--- src/rtl/rep_sequencer_if.sv ---
// Handshake bundle between the microcode sequencer, the string microcode and
// the REP iteration controller.
interface rep_sequencer_if;
  logic        start;
  logic [1:0]  rep_mode;
  logic        zf_sensitive;
  logic [15:0] cx_in;
  logic        iter_done;
  logic        zf;
  logic        irq_pending;
  logic        abort;
  logic        iter_start;
  logic [15:0] cx_out;
  logic        cx_wr;
  logic        busy;
  logic        done;
  logic        suspended;

  modport slave (
    input  start, rep_mode, zf_sensitive, cx_in, iter_done, zf, irq_pending, abort,
    output iter_start, cx_out, cx_wr, busy, done, suspended
  );

  modport master (
    output start, rep_mode, zf_sensitive, cx_in, iter_done, zf, irq_pending, abort,
    input  iter_start, cx_out, cx_wr, busy, done, suspended
  );
endinterface

--- src/rtl/rep_sequencer.sv ---
// REP/REPE/REPNE iteration controller: issues one string iteration at a time,
// counts CX down and decides between continue, complete and interrupt-suspend.
module rep_sequencer (
  input  logic          clk,
  input  logic          reset_n,
  rep_sequencer_if.slave bus
);
  typedef enum logic [1:0] {IDLE, ISSUE, WAIT} state_t;

  state_t      state_q, state_d;
  logic [1:0]  mode_q, mode_d;
  logic        zfs_q, zfs_d;
  logic [15:0] cnt_q, cnt_d;
  logic [15:0] cx_out_q, cx_out_d;
  logic        iter_start_q, iter_start_d;
  logic        cx_wr_q, cx_wr_d;
  logic        busy_q;
  logic        done_q, done_d;
  logic        susp_q, susp_d;

  logic [15:0] cnt_dec;
  logic        term;

  // Saturating decrement: the count never wraps below zero.
  assign cnt_dec = (cnt_q == 16'd0) ? 16'd0 : cnt_q - 16'd1;
  assign term    = (cnt_dec == 16'd0) ||
                   (zfs_q && (mode_q == 2'd2) && !bus.zf) ||
                   (zfs_q && (mode_q == 2'd3) &&  bus.zf);

  always_comb begin
    state_d  = state_q;
    mode_d   = mode_q;
    zfs_d    = zfs_q;
    cnt_d    = cnt_q;
    cx_out_d = cx_out_q;
    cx_wr_d  = 1'b0;
    done_d   = 1'b0;
    susp_d   = 1'b0;
    if (bus.abort) begin
      state_d = IDLE;
    end else begin
      case (state_q)
        IDLE: if (bus.start) begin
          mode_d = bus.rep_mode;
          zfs_d  = bus.zf_sensitive;
          cnt_d  = bus.cx_in;
          if (bus.rep_mode != 2'd0 && bus.cx_in == 16'd0) done_d  = 1'b1;
          else                                            state_d = ISSUE;
        end
        ISSUE: state_d = WAIT;
        WAIT: if (bus.iter_done) begin
          if (mode_q == 2'd0) begin
            done_d  = 1'b1;
            state_d = IDLE;
          end else begin
            cnt_d    = cnt_dec;
            cx_out_d = cnt_dec;
            cx_wr_d  = 1'b1;
            // Termination outranks a pending interrupt.
            if (term) begin
              done_d  = 1'b1;
              state_d = IDLE;
            end else if (bus.irq_pending) begin
              susp_d  = 1'b1;
              state_d = IDLE;
            end else begin
              state_d = ISSUE;
            end
          end
        end
        default: state_d = IDLE;
      endcase
    end
    iter_start_d = (state_d == ISSUE);
  end

  always_ff @(posedge clk or negedge reset_n) begin
    if (!reset_n) begin
      state_q      <= IDLE;
      mode_q       <= 2'd0;
      zfs_q        <= 1'b0;
      cnt_q        <= 16'd0;
      cx_out_q     <= 16'd0;
      iter_start_q <= 1'b0;
      cx_wr_q      <= 1'b0;
      busy_q       <= 1'b0;
      done_q       <= 1'b0;
      susp_q       <= 1'b0;
    end else begin
      state_q      <= state_d;
      mode_q       <= mode_d;
      zfs_q        <= zfs_d;
      cnt_q        <= cnt_d;
      cx_out_q     <= cx_out_d;
      iter_start_q <= iter_start_d;
      cx_wr_q      <= cx_wr_d;
      busy_q       <= (state_d != IDLE);
      done_q       <= done_d;
      susp_q       <= susp_d;
    end
  end

  assign bus.iter_start = iter_start_q;
  assign bus.cx_out     = cx_out_q;
  assign bus.cx_wr      = cx_wr_q;
  assign bus.busy       = busy_q;
  assign bus.done       = done_q;
  assign bus.suspended  = susp_q;
endmodule
--- src/flat_wrapper.sv ---
// flat-port wrapper written by rule: the top's interface ports become plain ports
module rep_sequencer_flat 
  (clk, reset_n, bus_start, bus_rep_mode, bus_zf_sensitive, bus_cx_in, bus_iter_done, bus_zf, bus_irq_pending, bus_abort, bus_iter_start, bus_cx_out, bus_cx_wr, bus_busy, bus_done, bus_suspended);
  rep_sequencer_if bus_i ();
  input  logic clk;
  input  logic reset_n;
  input wire logic [$bits(bus_i.start)-1:0] bus_start;
  input wire logic [$bits(bus_i.rep_mode)-1:0] bus_rep_mode;
  input wire logic [$bits(bus_i.zf_sensitive)-1:0] bus_zf_sensitive;
  input wire logic [$bits(bus_i.cx_in)-1:0] bus_cx_in;
  input wire logic [$bits(bus_i.iter_done)-1:0] bus_iter_done;
  input wire logic [$bits(bus_i.zf)-1:0] bus_zf;
  input wire logic [$bits(bus_i.irq_pending)-1:0] bus_irq_pending;
  input wire logic [$bits(bus_i.abort)-1:0] bus_abort;
  output wire logic [$bits(bus_i.iter_start)-1:0] bus_iter_start;
  output wire logic [$bits(bus_i.cx_out)-1:0] bus_cx_out;
  output wire logic [$bits(bus_i.cx_wr)-1:0] bus_cx_wr;
  output wire logic [$bits(bus_i.busy)-1:0] bus_busy;
  output wire logic [$bits(bus_i.done)-1:0] bus_done;
  output wire logic [$bits(bus_i.suspended)-1:0] bus_suspended;
  assign bus_i.start = bus_start;
  assign bus_i.rep_mode = bus_rep_mode;
  assign bus_i.zf_sensitive = bus_zf_sensitive;
  assign bus_i.cx_in = bus_cx_in;
  assign bus_i.iter_done = bus_iter_done;
  assign bus_i.zf = bus_zf;
  assign bus_i.irq_pending = bus_irq_pending;
  assign bus_i.abort = bus_abort;
  assign bus_iter_start = bus_i.iter_start;
  assign bus_cx_out = bus_i.cx_out;
  assign bus_cx_wr = bus_i.cx_wr;
  assign bus_busy = bus_i.busy;
  assign bus_done = bus_i.done;
  assign bus_suspended = bus_i.suspended;
  rep_sequencer u_core (.clk(clk), .reset_n(reset_n), .bus(bus_i));
endmodule
--- config.mk ---
export PLATFORM = sky130hd
export DESIGN_NAME = rep_sequencer_flat
export DESIGN_NICKNAME = d
export VERILOG_FILES = /design/src/rtl/rep_sequencer_if.sv /design/src/rtl/rep_sequencer.sv /design/src/flat_wrapper.sv
export SDC_FILE = /design/constraint.sdc
export NUM_CORES = 1
export LEC_CHECK = 0
export CAP_MARGIN = 20
export CORE_ASPECT_RATIO = 1.25
export CORE_UTILIZATION = 46
export CTS_CLUSTER_SIZE = 10
export DETAILED_ROUTE_END_ITERATION = 10
export PLACE_DENSITY_LB_ADDON = 0.3
export RECOVER_POWER = 100
export SLEW_MARGIN = 30
export SYNTH_ARGS = -nofsm -noshare
export SYNTH_HDL_FRONTEND = slang
export SYNTH_SLANG_ARGS = --single-unit
--- constraint.sdc ---
create_clock -name clk -period 2.69 [get_ports clk]
set_clock_uncertainty 0.2 [all_clocks]
set_input_delay 0.4035 -clock clk [delete_from_list [all_inputs] [get_ports clk]]
set_output_delay 0.4035 -clock clk [all_outputs]
set_load 0.02 [all_outputs]
==> metrics.md <==
| Metric | Value |
|---|---|
| CP Cell Sequence | `or4_4, nor4_4, mux2i_1, and4_1, o21ai_2, a211o_1` |
| Max-cap viol count | `0` |
| Initial drt markers | `118` |
| Skew-Pair Late Insertion Delay | `0.30 ns` |
| Worst-path clk slew | `0.08 ns` |
| Setup crit end kind | `register` |
| Clk sinks | `42` |
| Synthesized area | `0.00236 mm^2` |
| Mean Syn Cell Area | `9.04 um^2` |
| Placed inst area | `0.00295 mm^2` |
| Post-Syn Instances | `261` |
| CP Class | `reg -> reg` |
| RSZ-0062 raised after global routing | `yes` |
| Lkg Pwr | `1.36 nW` |
| Drt first pass iters | `4` |
| Commonest cells post-synth | `dfrtp_1, nand2_1, nor2_1, o21ai_0, a21oi_1` |
| Clock buffer depth | `2` |
| Gp weighted congestion | `1.00` |
| Largest net degree at the start of global routing | `43` |
| Synth Flop Type | `dfrtp_1` |
| Worst Hold Class | `reg -> reg` |
| DR WL/cell | `16.5 um` |
| Post-synth top area share | `0.446` |
| Multi-input logic area | `0.00123 mm^2` |
| Power density over the cells | `737 mW/mm^2` |
| Worst-path fanout max | `6` |
| Die Wd | `66.0 um` |
| FMAX | `383 MHz` |
| Fin crit share | `0.971` |
| Die area | `0.00542 mm^2` |
| Largest stage delay on the critical path | `0.57 ns` |
| Drc violations | `0` |
| Synth Register Bits | `42` |
| DRT Wirelength | `6250 um` |
| Yosys top cell by area | `dfrtp_1` |
| TritonCTS Buffers | `5` |
| Post-synth ARST share | `1.00` |
| First-pass GRT wire length | `10000 um` |
| Vias per cell | `5.91` |
| CP bufs+invs | `0` |
| Fin crit period | `2.61 ns` |
| WP data arrival | `2.61 ns` |
| Critical path's slowest cell | `or4_4` |
| Initial antenna violation count | `0` |
| Normalized max-slew margin | `0.308` |
| Via count | `2246` |
| I/O Pins | `47` |
| Starting density of the core | `0.488` |
| Final nets | `346` |
| CP Data Required Time | `2.68 ns` |
| Total Routing Usage GR | `0.250` |
| DP HPWL | `4490 um` |
| Power, Total | `2.28 mW` |
| EDFF count, synth | `0` |
| Count of cell types in the netlist | `51` |
| Final std cells w/o fill | `380` |
| FILL cells | `433` |
| Routed Antenna Nets | `0` |
| Final setup violation count | `0` |
| Max IR drop VDD | `0.389 mV` |
| CTS tree | `yes` |
| Share of layout cells above drive strength 1 | `0.147` |
| Final Instance Area | `0.00310 mm^2` |
| Syn Nets | `288` |
| Most common cell in the netlist | `dfrtp_1` |
| Core ar. | `0.00483 mm^2` |
| Root Driver | `clkbuf_8` |
| Worst setup SP type | `register` |
| Most area-consuming cells after synthesis | `dfrtp_1, nand2_1, o21ai_0` |
| Family with the most delay on the worst path | `simple AND/OR/NAND/NOR gates` |
| Row cnt | `28` |
| Fin. max-slew vios | `0` |
| Port buffer count | `46` |
| Area grow syn2layout | `31.3%` |
| Die H | `82.1 um` |
| Sequential area share after synthesis | `0.446` |
| Status | `finished, final reports clean` |
| N_diodes | `0` |
| Vias in the first global route | `2110` |
| Syn. warnings | `0` |
| H-tree depth | `2` |
| WHS | `0.270 ns` |
| Register Area | `0.00105 mm^2` |
| Cells after DPL | `370` |
| Grt total ovfl | `0` |
| Final hold violation count | `0` |
| Tightest Pin Transition | `1.04 ns` |
==> registers in the layout (all words and copies together) (netlist names) <==
register               count
u_core.bus.cx_out         16
u_core.cnt_q              16
u_core.mode_q              2
u_core.state_q             2
u_core.bus.busy            1
u_core.bus.cx_wr           1
u_core.bus.done            1
u_core.bus.iter_start      1
u_core.bus.suspended       1
u_core.zfs_q               1
==> metrics by stage <==
step | setup slack (ns) | util | TNS (ns)
2_1_floorplan | 0.0751 | - | 0
3_3_place_gp | 0.0435 | 0.609 | 0
3_5_place_dp | 0.0184 | 0.609 | 0
4_1_cts | 0.0330 | 0.635 | 0
5_1_grt | -0.0191 | 0.641 | -0.0191
6_report | 0.0767 | 0.641 | 0
==> worst paths after layout <==
kind / depth (start not counted) / endpoint / from / slack, ns
worst max-delay path: 6 / u_core.bus.busy / u_core.cnt_q[13] / 0.08
worst min-delay path: 2 / u_core.bus.cx_out[4] / u_core.bus.cx_out[4] / 0.27
worst max register to register: 6 / u_core.bus.busy / u_core.cnt_q[13] / 0.08
worst min register to register: 2 / u_core.bus.cx_out[4] / u_core.bus.cx_out[4] / 0.27
max in group asynchronous: 2 / u_core.cnt_q[3] / reset_n / 1.03
min in group asynchronous: 2 / u_core.bus.cx_out[7] / reset_n / 0.62
==> layout by cell type, fill, tap and decap left out, types with 3 or more instances in the layout <==
cell             netlist  layout
a22oi_1                3       3
mux2_2                 7       7
nand2_1               31      31
a21oi_1               18      18
clkdlybuf4s50_1        0      22
o31ai_1                6       5
dlygate4sd3_1          0      24
nor3_1                 6       6
nor4_1                10       9
mux2i_1                4       4
o21ai_0               21      21
nor2_1                23      23
a21o_1                 3       3
dfrtp_1               42      42
nand3_1                4       4
nand4_1                3       3
clkbuf_8               0       5
or3_1                  4       4
o31a_1                 3       3
buf_4                  1      18
xnor2_1                4       4
o21ai_1                8       8
inv_1                  8       8
==> layout make-up <==
type / count / area share
Clock buffer: 7 / 0.0246
Clock inverter: 1 / 0.00970
Inverter: 8 / 0.00970
Multi-Input combinational cell: 197 / 0.398
Sequential cell: 42 / 0.339
Tap cell: 60 / 0.0242
Timing Repair Buffer: 65 / 0.194
==> cells by family after synthesis <==
logic type	share of synthesized area
compound gates	0.187
mux	0.0504
fa+ha+maj	0.00530
buf+inv	0.0430
flops	0.446
simple gates	0.250
xor+xnor	0.0186
==> routing by layer <==
metal  GRT usage  share of wire  up-vias  wire [um]
met1       0.296           0.39     1027       2450
met5           0              0        -          0
met4       0.130          0.028        0        178
met2       0.428           0.50      136       3130
li1            -              -     1063          -
met3      0.0472          0.079       20        496
==> power by group <==
part	internal (mW)	total (mW)	switching [mW]
clock	0.278	0.492	0.214
combinational	0.396	0.876	0.481
sequential	0.785	0.916	0.131
total	1.46	2.28	0.826
==> tightest hold or removal path: cells and delay by family, from the launching register on <==
family | cells | cell delay [ns]
DFF | 1 | 0.34
AOI/OAI and AO/OA | 1 | 0.05
and+or+nand+nor | 1 | 0.05
==> repair_timing <==
item	CTS	global route
endpoints found under the hold margin	0	42
gates resized for setup	2	3
setup endpoints to repair	2	9
pin swaps	3	2
setup buffers	1	0
hold buffers	0	1
Power figures use the tool's default switching activity.
